===== src/rtl/fetch_ctrl.sv =====
// Instruction-fetch controller: owns the PC, keeps one imem request in flight,
// drops stale responses after a redirect and hands one instruction at a time to decode.
module fetch_ctrl #(
  parameter logic [31:0] RESET_PC  = 32'h0000_0000,
  parameter logic [31:0] NOP_INSTR = 32'h0000_0013
) (
  input  logic        clk,
  input  logic        rst,
  output logic        imem_req_valid,
  input  logic        imem_req_ready,
  output logic [31:0] imem_req_addr,
  input  logic        imem_rsp_valid,
  input  logic [31:0] imem_rsp_data,
  input  logic        redirect_valid,
  input  logic [31:0] redirect_addr,
  input  logic        trap_valid,
  input  logic [31:0] trap_vec,
  output logic        if_valid,
  input  logic        if_ready,
  output logic [31:0] if_pc,
  output logic [31:0] if_instr,
  output logic        if_fault,
  output logic [31:0] fetch_cnt
);

  typedef enum logic [1:0] {IDLE, REQ, WAIT, HOLD} state_e;

  state_e      state_q, state_d;
  logic [31:0] pc_q, pc_d;
  logic [31:0] instr_q, instr_d;
  logic [31:0] cnt_q, cnt_d;
  logic        kill_q, kill_d;
  logic        fault_q, fault_d;

  logic        redir;
  logic [31:0] tgt;
  logic        tgt_mis;
  logic        accept;

  assign redir   = trap_valid | redirect_valid;
  assign tgt     = trap_valid ? trap_vec : redirect_addr;
  assign tgt_mis = |tgt[1:0];

  assign imem_req_valid = (state_q == REQ);
  assign imem_req_addr  = pc_q;
  // Decode must never take a wrong-path entry in the cycle a redirect arrives.
  assign if_valid       = (state_q == HOLD) & ~redir;
  assign if_pc          = pc_q;
  assign if_instr       = (state_q == HOLD) ? instr_q : '0;
  assign if_fault       = (state_q == HOLD) & fault_q;
  assign fetch_cnt      = cnt_q;
  assign accept         = if_valid & if_ready;

  always_comb begin
    state_d = state_q;
    pc_d    = pc_q;
    instr_d = instr_q;
    cnt_d   = cnt_q;
    kill_d  = kill_q;
    fault_d = fault_q;
    unique case (state_q)
      IDLE, HOLD: begin
        if (redir) begin
          pc_d = tgt;
          if (tgt_mis) begin
            state_d = HOLD;
            fault_d = 1'b1;
            instr_d = NOP_INSTR;
          end else begin
            state_d = REQ;
          end
        end else if (state_q == IDLE) begin
          state_d = REQ;
        end else if (accept) begin
          pc_d    = pc_q + 32'd4;
          cnt_d   = cnt_q + 32'd1;
          state_d = REQ;
        end
      end
      REQ: begin
        if (redir) begin
          pc_d = tgt;
          if (imem_req_ready) begin
            // The old-address request was already accepted; its response is stale.
            state_d = WAIT;
            kill_d  = 1'b1;
          end else if (tgt_mis) begin
            state_d = HOLD;
            fault_d = 1'b1;
            instr_d = NOP_INSTR;
          end
        end else if (imem_req_ready) begin
          state_d = WAIT;
        end
      end
      WAIT: begin
        if (redir) begin
          pc_d = tgt;
          if (imem_rsp_valid) begin
            kill_d = 1'b0;
            if (tgt_mis) begin
              state_d = HOLD;
              fault_d = 1'b1;
              instr_d = NOP_INSTR;
            end else begin
              state_d = REQ;
            end
          end else begin
            kill_d = 1'b1;
          end
        end else if (imem_rsp_valid) begin
          if (kill_q) begin
            kill_d = 1'b0;
            // A misaligned redirect seen while waiting is resolved once the bus is free.
            if (|pc_q[1:0]) begin
              state_d = HOLD;
              fault_d = 1'b1;
              instr_d = NOP_INSTR;
            end else begin
              state_d = REQ;
            end
          end else begin
            state_d = HOLD;
            fault_d = 1'b0;
            instr_d = imem_rsp_data;
          end
        end
      end
      default: state_d = IDLE;
    endcase
  end

  always_ff @(posedge clk) begin
    if (rst) begin
      state_q <= IDLE;
      pc_q    <= RESET_PC;
      kill_q  <= 1'b0;
      fault_q <= 1'b0;
      cnt_q   <= '0;
    end else begin
      state_q <= state_d;
      pc_q    <= pc_d;
      kill_q  <= kill_d;
      fault_q <= fault_d;
      cnt_q   <= cnt_d;
    end
  end

  always_ff @(posedge clk) begin
    instr_q <= instr_d;
  end

endmodule

===== config.mk =====
export PLATFORM = sky130hd
export DESIGN_NAME = fetch_ctrl
export DESIGN_NICKNAME = d
export VERILOG_FILES = /design/src/rtl/fetch_ctrl.sv
export SDC_FILE = /design/constraint.sdc
export NUM_CORES = 1
export LEC_CHECK = 0
export ABC_AREA = 1
export CAP_MARGIN = 40
export CORE_MARGIN = 4
export CORE_UTILIZATION = 46
export DETAILED_ROUTE_END_ITERATION = 12
export PLACE_DENSITY_LB_ADDON = 0.15
export REMOVE_ABC_BUFFERS = 1
export SYNTH_ARGS = -nofsm -noshare
export SYNTH_HDL_FRONTEND = slang
export SYNTH_SLANG_ARGS = --single-unit
export TNS_END_PERCENT = 10

===== constraint.sdc =====
create_clock -name clk -period 3.1 [get_ports clk]
set_input_delay 0.62 -clock clk [delete_from_list [all_inputs] [get_ports clk]]
set_output_delay 0.62 -clock clk [all_outputs]
set_load 0.005 [all_outputs]

### Word level (Yosys, flattened, before mapping)

Cells that the tools add are included.

| word-level totals | value |
|---|---|
| register bits | 100 |
| bits in latches | 0 |
| bits in writable memories | 0 |
| bits in read-only memories | 0 |
| memories kept | 0 |

| cells by class | value |
|---|---|
| $add $sub $neg | 2 |
| $mul | 0 |
| div/mod/pow operators | 0 |
| magnitude comparators | 0 |
| eq/ne operators | 16 |
| shift operators | 0 |
| muxes and demuxes | 47 |
| bitwise gates (word level) | 6 |
| reduce and logical (&&, ||, !) cells | 11 |

Operators with widths:

| kind | number |
|---|---|
| $mux W32 | 15 |
| $pmux W32 S3 | 1 |
| $pmux W32 S2 | 1 |
| $add A32 B1 Y32 const B | 1 |
| $add A32 B3 Y32 const B | 1 |
| $mux W2 | 13 |
| $mux W1 | 14 |
| $reduce_and A4 Y1 | 3 |
| $ne A3 B3 Y1 const B | 3 |
| $ne A4 B4 Y1 const B | 2 |
| $reduce_or A2 Y1 | 4 |
| $ne A2 B1 Y1 const B | 3 |
| $ne A2 B2 Y1 const B | 3 |
| $ne A3 B1 Y1 const B | 2 |
| $pmux W2 S3 | 1 |
| $reduce_and A5 Y1 | 1 |
| $eq A2 B2 Y1 const B | 2 |
| $and A1 B1 Y1 | 3 |
| $pmux W1 S3 | 1 |
| $reduce_and A3 Y1 | 1 |
| $eq A2 B1 Y1 const B | 1 |
| $logic_not A2 Y1 | 1 |
| $not A1 Y1 | 2 |
| $pmux W1 S2 | 1 |
| 2 further kinds | 2 |

### Logic depth before layout (Yosys ltp)

Gate-level depths: netlist of the first run.

| depth | value |
|---|---|
| depth after elaboration | 8 |
| mapped depth | 12 |
| depth with buffers taken out | 11 |

### Least setup slack after synthesis of the first run

No wires, ideal clock.

| timing path | value |
|---|---|
| path type | input-to-reg |
| start | input port trap_valid |
| end | register instr_q[0], enable pin |
| arrival | 1.804 ns |
| setup slack | 0.908 ns |
| stages on the path | 7 |
| path buffers | 1 |
| cell sequence | buf_6 > nor2_8 > inv_4 > nor2_4 > nor3_1 > nand2_1 > inv_1 |

| on the way | value |
|---|---|
| word-level cells in the longest chain between the ends | 3 |

Ends and longest elaborated chain:

| element | RTL line | source |
|---|---|---|
| start: declaration | 16 | `input logic trap_valid,` |
| $or A1 B1 Y1 * | 40 | `assign redir = trap_valid \| redirect_valid;` |
| $ne A4 B4 Y1 (no source line) (tied with other cells) | n/a |  |
| $reduce_and A5 Y1 (no source line) * | n/a |  |
| end signal: assignment | 150 | `instr_q <= instr_d;` |
| end: declaration | 30 | `logic [31:0] instr_q, instr_d;` |

Mark *: on every way between the ends. The rest lies on a longest branch, timed or not.
A chain may end at the register's enable or synchronous reset.

### Final worst setup path of the first run

| timing path | value |
|---|---|
| start | input port trap_valid |
| end | output port if_valid |

| on the way | value |
|---|---|
| word-level cells in the longest chain between the ends | 3 |

Ends and longest elaborated chain:

| element | RTL line | source |
|---|---|---|
| $or A1 B1 Y1 | 40 |  |
| $not A1 Y1 (no source line) | n/a |  |
| $and A1 B1 Y1 | 47 | `assign if_valid = (state_q == HOLD) & ~redir;` |
| end: declaration | 18 | `output logic if_valid,` |

No other way between the ends.

==> results of run 1 <==
## how the worst max path moves through the flow
stage                                  end                    start  cells after the start
floorplan           if_pc[12]$_SDFFE_PP0P_  state_q[0]$_SDFFE_PP0P_                      8
global placement     instr_q[15]$_DFFE_PP_               trap_valid                      7
detailed placement  if_pc[24]$_SDFFE_PP0P_               trap_valid                      9
CTS                               if_valid               trap_valid                      5
global route                      if_valid               trap_valid                      5
finish                            if_valid               trap_valid                      5
## cell type report
| type | instances | area (um^2) | area share [%] |
|---|---|---|---|
| Multi-Input combinational cell | 714 | 3380 | 37.0 |
| Clock inverter | 7 | 90.1 | 0.986 |
| Inverter | 103 | 389 | 4.26 |
| Sequential cell | 100 | 2320 | 25.4 |
| Tap cell | 180 | 225 | 2.47 |
| Timing Repair Buffer | 250 | 2500 | 27.4 |
| Clock buffer | 9 | 225 | 2.47 |
## critical path, stage by stage
cell,delay [ns]
clkdlybuf4s50_1,0.65
nor2_8,0.27
inv_4,0.08
nor2_1,0.10
clkdlybuf4s50_1,0.52
## state kept, by name, indices dropped and copies added (netlist names)
register   count
if_pc         32
fetch_cnt     32
fault_q        1
state_q        2
kill_q         1
instr_q       32
## power breakdown
part	total, W	leakage, nW	internal (W)	switching [W]
registers	0.00190	0.892	0.00168	0.000220
logic	0.00137	2.62	0.000707	0.000665
clock network	0.00121	0.151	0.000705	0.000503
## placed cells by master (no fill, tap or decap), types with 2 or more instances in the layout
master             n
a211oi_1           2
a21boi_0           2
a21oi_1           66
a22o_1            29
buf_12             2
buf_4             14
bufinv_16          2
clkbuf_16          9
clkdlybuf4s50_1  233
clkinv_1           2
dfxtp_1           68
edfxtp_1          32
ha_1               7
inv_1            102
nand2_1          275
nand3_1           47
nand3b_1           6
nand4_1            7
nor2_1           147
nor2_2             4
nor2_4             2
nor3_1            12
nor3_2             2
nor3b_1            2
nor4_1             2
o21ai_0           73
o22a_1             3
or2_2              2
xnor2_1            5
xor2_1             9
## routing by layer
metal | global-route usage, % | vias to the layer above | part of all wire (%)
met5 | 0 | - | 0
met4 | 9.97 | 0 | 2.8
met3 | 2.84 | 37 | 5.1
met2 | 40.7 | 245 | 48
met1 | 30.6 | 3130 | 44
li1 | - | 3542 | -
## kinds of logic after synthesis
group                    count (synthesis)  synth area share [%]
AND/OR/NAND/NOR                        513                  32.6
AO/OA/AOI/OAI                          179                  15.8
buffers and inverters                  174                  12.6
flip-flops                             100                  35.6
XOR/XNOR                                14                  1.88
adder cells (fa/ha/maj)                  7                  1.34
multiplexers                             1                 0.153
## metrics by stage
| step | power [W] | instances |
|---|---|---|
| global placement | 0.00328 | 1346 |
| floorplan | 0.00251 | 917 |
| CTS | 0.00452 | 1363 |
| global route | 0.00475 | 1363 |
| detailed placement | 0.00329 | 1347 |
| finish | 0.00448 | 1363 |
==> metrics.yaml, run 1 <==
sta:
  maxSlewHeadroom_pct: 63.5
  tns_ns: 0
  max_freq_mhz: 348
  layout_setup_ws_ns: 0.224
  setup_viol: 0
  post-route-period-util_pct: 92.8
  hold_ws_ns: 0.452
  skew_ns: 0.00696
  finalMaxSlewViolations: 0
  layout_min_cycle_time_ns: 2.88
  worst_pin_slew_ns: 0.547
  hold_viol: 0
  rsz0062_at_grt: "false"
hold_path:
  hold_end: "fault_q$_SDFFE_PP0P_"
  hold_depth: 2
  hold_class: "reg -> reg"
  hp-start: "fault_q$_SDFFE_PP0P_"
layout:
  postLayoutCoreUtil_pct: 65.8
  nets: 1288
  fin_area_um2: 9140
  drive_gt1_share_pct: 3.80
  diodes: 0
  nFillCells: 1264
  syn2layout_area_growth_pct: 40.1
clock_tree:
  clock_latency_ns: 0.35
  cts_buffer_depth: 2
  cts_buffers: 9
  tritoncts: "built"
  clockRootBuffer: "clkbuf_16"
  ctsHoldBuffers: 0
  postCtsResizedCells: 0
  clkSinkCount: 100
  cts_setup_buffers: 0
  h-tree-depth: 3
  clk_pin_slew_ns: 0.06
worst_setup_path:
  worstReg2RegEnd: "if_pc[23]$_SDFFE_PP0P_"
  ff2ff_setup_slack_ns: 0.74
  rr_worst_depth: 9
  cp.required_ns: 2.48
  worstPathMaxFanout: 10
  end_kind: "output port"
  crit-reg2reg-launch: "state_q[0]$_SDFFE_PP0P_"
  worst_ep_arrival_time_ns: 2.26
  startpoint_type: "input port"
  worst-setup-path-type: "in -> out"
floorplan:
  core.rowCount: 43
  die_h_um: 127
  die_w_um: 127
  ioPinCount: 234
  dieArea_um2: 16100
  start_util_pct: 47.0
  coreArea_um2: 13900
global_route:
  antenna_found_initial: 0
  grt_max_degree: 52
  grt_pass1_vias: 6636
  grt.overflow.total: 0
  grt_util_all_layers_pct: 23.8
  grt_first_pass_wirelength_um: 31600
routing:
  firstDrtPassIters: 5
  ant_nets: 0
  num_vias: 6954
  drcViolationCount: 0
  wl_um: 19500
  via_per_inst: 5.10
  drt_iter0_markers: 565
  wire_per_inst_um: 14.3
yosys:
  ys_types: 41
  synth_area_um2: 6520
  synth_seq_cells: 100
  synthTopCellsByArea: "dfxtp_1, nand2_1, edfxtp_1, nor2_1, inv_1"
  synthFlopType: "dfxtp_1"
  synth-seq-area-share_pct: 35.6
  async_flop_share_pct: 0
  synth-edff-count: 32
  synthCells: 988
  yosysWarningCount: 0
  synth_top_area_cell: "dfxtp_1"
  synth_most_common_cell: "nand2_1"
  synth_top_area_share_pct: 20.9
  yosys-top-cells-count: "nand2_1, nor2_1, inv_1, o21ai_0, dfxtp_1"
  avgSynthCellArea_um2: 6.60
place:
  port_buffers: 233
  dp_hpwl_um: 14400
  gp_congestion: 0.934
  place_worst_setup_slack_ns: 0.178
  postPlaceCellArea_um2: 8820
power_and_ir_drop:
  leakage_nw: 3.67
  ir_drop_v: 0.000273
  power.density_nw_per_um2: 490
run_status:
  status: "finished, final reports clean"
run:
  maxCapViolCount: 0
(Power assumes the default switching activity.)
==> run 2, diff against run 1 <==
--- a/config.mk
+++ b/config.mk
@@ -10,7 +10,7 @@
 export CORE_MARGIN = 4
 export CORE_UTILIZATION = 46
 export DETAILED_ROUTE_END_ITERATION = 12
-export PLACE_DENSITY_LB_ADDON = 0.15
+export PLACE_DENSITY = 0.82
 export REMOVE_ABC_BUFFERS = 1
 export SYNTH_ARGS = -nofsm -noshare
 export SYNTH_HDL_FRONTEND = slang
==> metrics.yaml, run 2 (synthesized netlist as in run 1, its figures left out) <==
layout:
  fin_area_um2: 9150  # was 9140 um^2
  diodes: 0  # unchanged
  syn2layout_area_growth_pct: 40.4  # was 40.1%
  drive_gt1_share_pct: 3.89  # was 3.80%
  final_common_cell: "nand2_1"  # unchanged
  layout.cells.most_common_list: "nand2_1, clkdlybuf4s50_1, nor2_1"  # unchanged
  nets: 1289  # was 1288
  nFillCells: 1262  # was 1264
floorplan:
  start_util_pct: 47.0  # unchanged
  die_h_um: 127  # unchanged
  coreArea_um2: 13900  # unchanged
  dieArea_um2: 16100  # unchanged
  ioPinCount: 234  # unchanged
  die_w_um: 127  # unchanged
  core.rowCount: 43  # unchanged
sta:
  finalMaxSlewViolations: 0  # unchanged
  rsz0062_at_grt: "false"  # unchanged
  hold_ws_ns: 0.446  # was 0.452 ns
  setup_viol: 0  # unchanged
  worst_pin_slew_ns: 0.459  # was 0.547 ns
  maxSlewHeadroom_pct: 69.3  # was 63.5%
  skew_ns: 0.00599  # was 0.00696 ns
  max_freq_mhz: 371  # was 348 MHz
  post-route-period-util_pct: 86.9  # was 92.8%
  layout_min_cycle_time_ns: 2.69  # was 2.88 ns
  tns_ns: 0  # unchanged
  hold_viol: 0  # unchanged
routing:
  num_vias: 6979  # was 6954
  ant_nets: 0  # unchanged
  wl_um: 19500  # about the same
  drcViolationCount: 0  # unchanged
  drt_iter0_markers: 426  # was 565
  firstDrtPassIters: 5  # unchanged
  wire_per_inst_um: 14.3  # about the same
  via_per_inst: 5.12  # was 5.10
power_and_ir_drop:
  p_sw_share_pct: 30.1  # was 31.0%
  power.density_nw_per_um2: 496  # was 490 nW/um^2
  ir_drop_v: 0.000304  # was 0.000273 V
  p_clk_share_pct: 28.1  # was 27.0%
  p_comb_share_pct: 30.1  # was 30.7%
  net-switching-power_w: 0.00137  # was 0.00139 W
  p_int_w: 0.00317  # was 0.00309 W
  leakage_nw: 3.68  # was 3.67 nW
  seqPwrFrac_pct: 41.8  # was 42.4%
clock_tree:
  h-tree-depth: 3  # unchanged
  postCtsResizedCells: 0  # unchanged
  cts_buffers: 9  # unchanged
  clk_pin_slew_ns: 0.07  # was 0.06 ns
  tritoncts: "built"  # unchanged
  cts_setup_buffers: 0  # unchanged
  clock_latency_ns: 0.34  # was 0.35 ns
  ctsHoldBuffers: 0  # unchanged
  cts_buffer_depth: 2  # unchanged
  clkSinkCount: 100  # unchanged
  clockRootBuffer: "clkbuf_16"  # unchanged
global_route:
  grt_util_all_layers_pct: 23.2  # was 23.8%
  grt_pass1_vias: 6381  # was 6636
  grt_max_degree: 49  # was 52
  grt.overflow.total: 0  # unchanged
  antenna_found_initial: 0  # unchanged
  grt_first_pass_wirelength_um: 30900  # was 31600 um
worst_setup_path:
  cp.required_ns: 2.48  # about the same
  worst_ep_arrival_time_ns: 2.07  # was 2.26 ns
  worst-setup-path-type: "in -> out"  # unchanged
  crit-reg2reg-launch: "state_q[0]$_SDFFE_PP0P_"  # unchanged
  end_kind: "output port"  # unchanged
  startpoint_type: "input port"  # unchanged
  worstPathMaxFanout: 10  # unchanged
  crit_start: "trap_valid"  # unchanged
place:
  postPlaceCellArea_um2: 8810  # was 8820 um^2
  gp_congestion: 0.938  # was 0.934
  dp_hpwl_um: 15100  # was 14400 um
  port_buffers: 233  # unchanged
run:
  maxCapViolCount: 0  # unchanged
hold_path:
  hold_class: "reg -> reg"  # unchanged
  hp-start: "fault_q$_SDFFE_PP0P_"  # unchanged
run_status:
  status: "finished, final reports clean"  # unchanged
## run 2: cell types whose count changed in the layout (fill, tap and decap cells not counted)
cell | before | now
buf_4 | 14 | 16
clkinvlp_2 | 1 | 0
clkinv_1 | 2 | 1
clkinvlp_4 | 0 | 1
buf_12 | 2 | 1
bufinv_16 | 2 | 3
clkinv_4 | 1 | 0
clkbuf_1 | 0 | 1
## run 2: through the flow
step	util [%]	total power, W	setup slack [ns]	std cells
detailed placement	63.5	0.00329	0.326	1348
finish	65.9	0.00454	0.406	1364
floorplan	-	0.00251	0.0200	917
global route	65.9	0.00479	0.352	1364
CTS	65.9	0.00457	0.394	1364
global placement	63.3	0.00327	0.419	1347
## run 2: routing by layer
| layer | vias to the layer above | wire length [um] | share of wire, % | global-route usage, % |
|---|---|---|---|---|
| li1 | 3541 | - | - | - |
| met1 | 3121 | 8500 | 44 | 31.5 |
| met2 | 293 | 9180 | 47 | 38.6 |
| met3 | 24 | 1480 | 7.6 | 3.47 |
| met4 | 0 | 321 | 1.6 | 6.62 |
| met5 | - | 0 | 0 | 0 |
## run 2: worst max-delay path: stages
cell,delay [ns]
clkdlybuf4s50_1,0.40
buf_4,0.18
nor2_8,0.16
inv_4,0.08
nor2_1,0.09
clkdlybuf4s50_1,0.53
## run 2: area by class of cell
class	count	area (um^2)	share of cell area, %
Multi-Input combinational cell	714	3380	36.9
Timing Repair Buffer	251	2500	27.3
Sequential cell	100	2320	25.4
Inverter	103	389	4.25
Clock buffer	10	229	2.50
Tap cell	180	225	2.46
Clock inverter	6	110	1.20
## run 2: power groups by stage
| stage | logic (W) | clock network [W] | registers (W) |
|---|---|---|---|
| 6_report | 0.00137 | 0.00128 | 0.00190 |
| 2_1_floorplan | 0.000635 | 0 | 0.00187 |
| 3_3_place_gp | 0.00134 | 0 | 0.00192 |
| 5_1_grt | 0.00151 | 0.00135 | 0.00193 |
| 4_1_cts | 0.00138 | 0.00129 | 0.00190 |
| 3_5_place_dp | 0.00137 | 0 | 0.00192 |
## run 2: final timing paths
check	to	cells after the start	slack (ns)
max	if_valid	6	0.41
min	fault_q$_SDFFE_PP0P_	2	0.45
max reg2reg	if_pc[6]$_SDFFE_PP0P_	9	0.76
min reg2reg	fault_q$_SDFFE_PP0P_	2	0.45
==> run 3, diff against run 2 <==
--- a/config.mk
+++ b/config.mk
@@ -6,6 +6,7 @@
 export NUM_CORES = 1
 export LEC_CHECK = 0
 export ABC_AREA = 1
+export ABC_CLOCK_PERIOD_IN_PS = 3100
 export CAP_MARGIN = 40
 export CORE_MARGIN = 4
 export CORE_UTILIZATION = 46
==> results of run 3 <==
Final layout, timing and power as in run 2 (identical DEF).
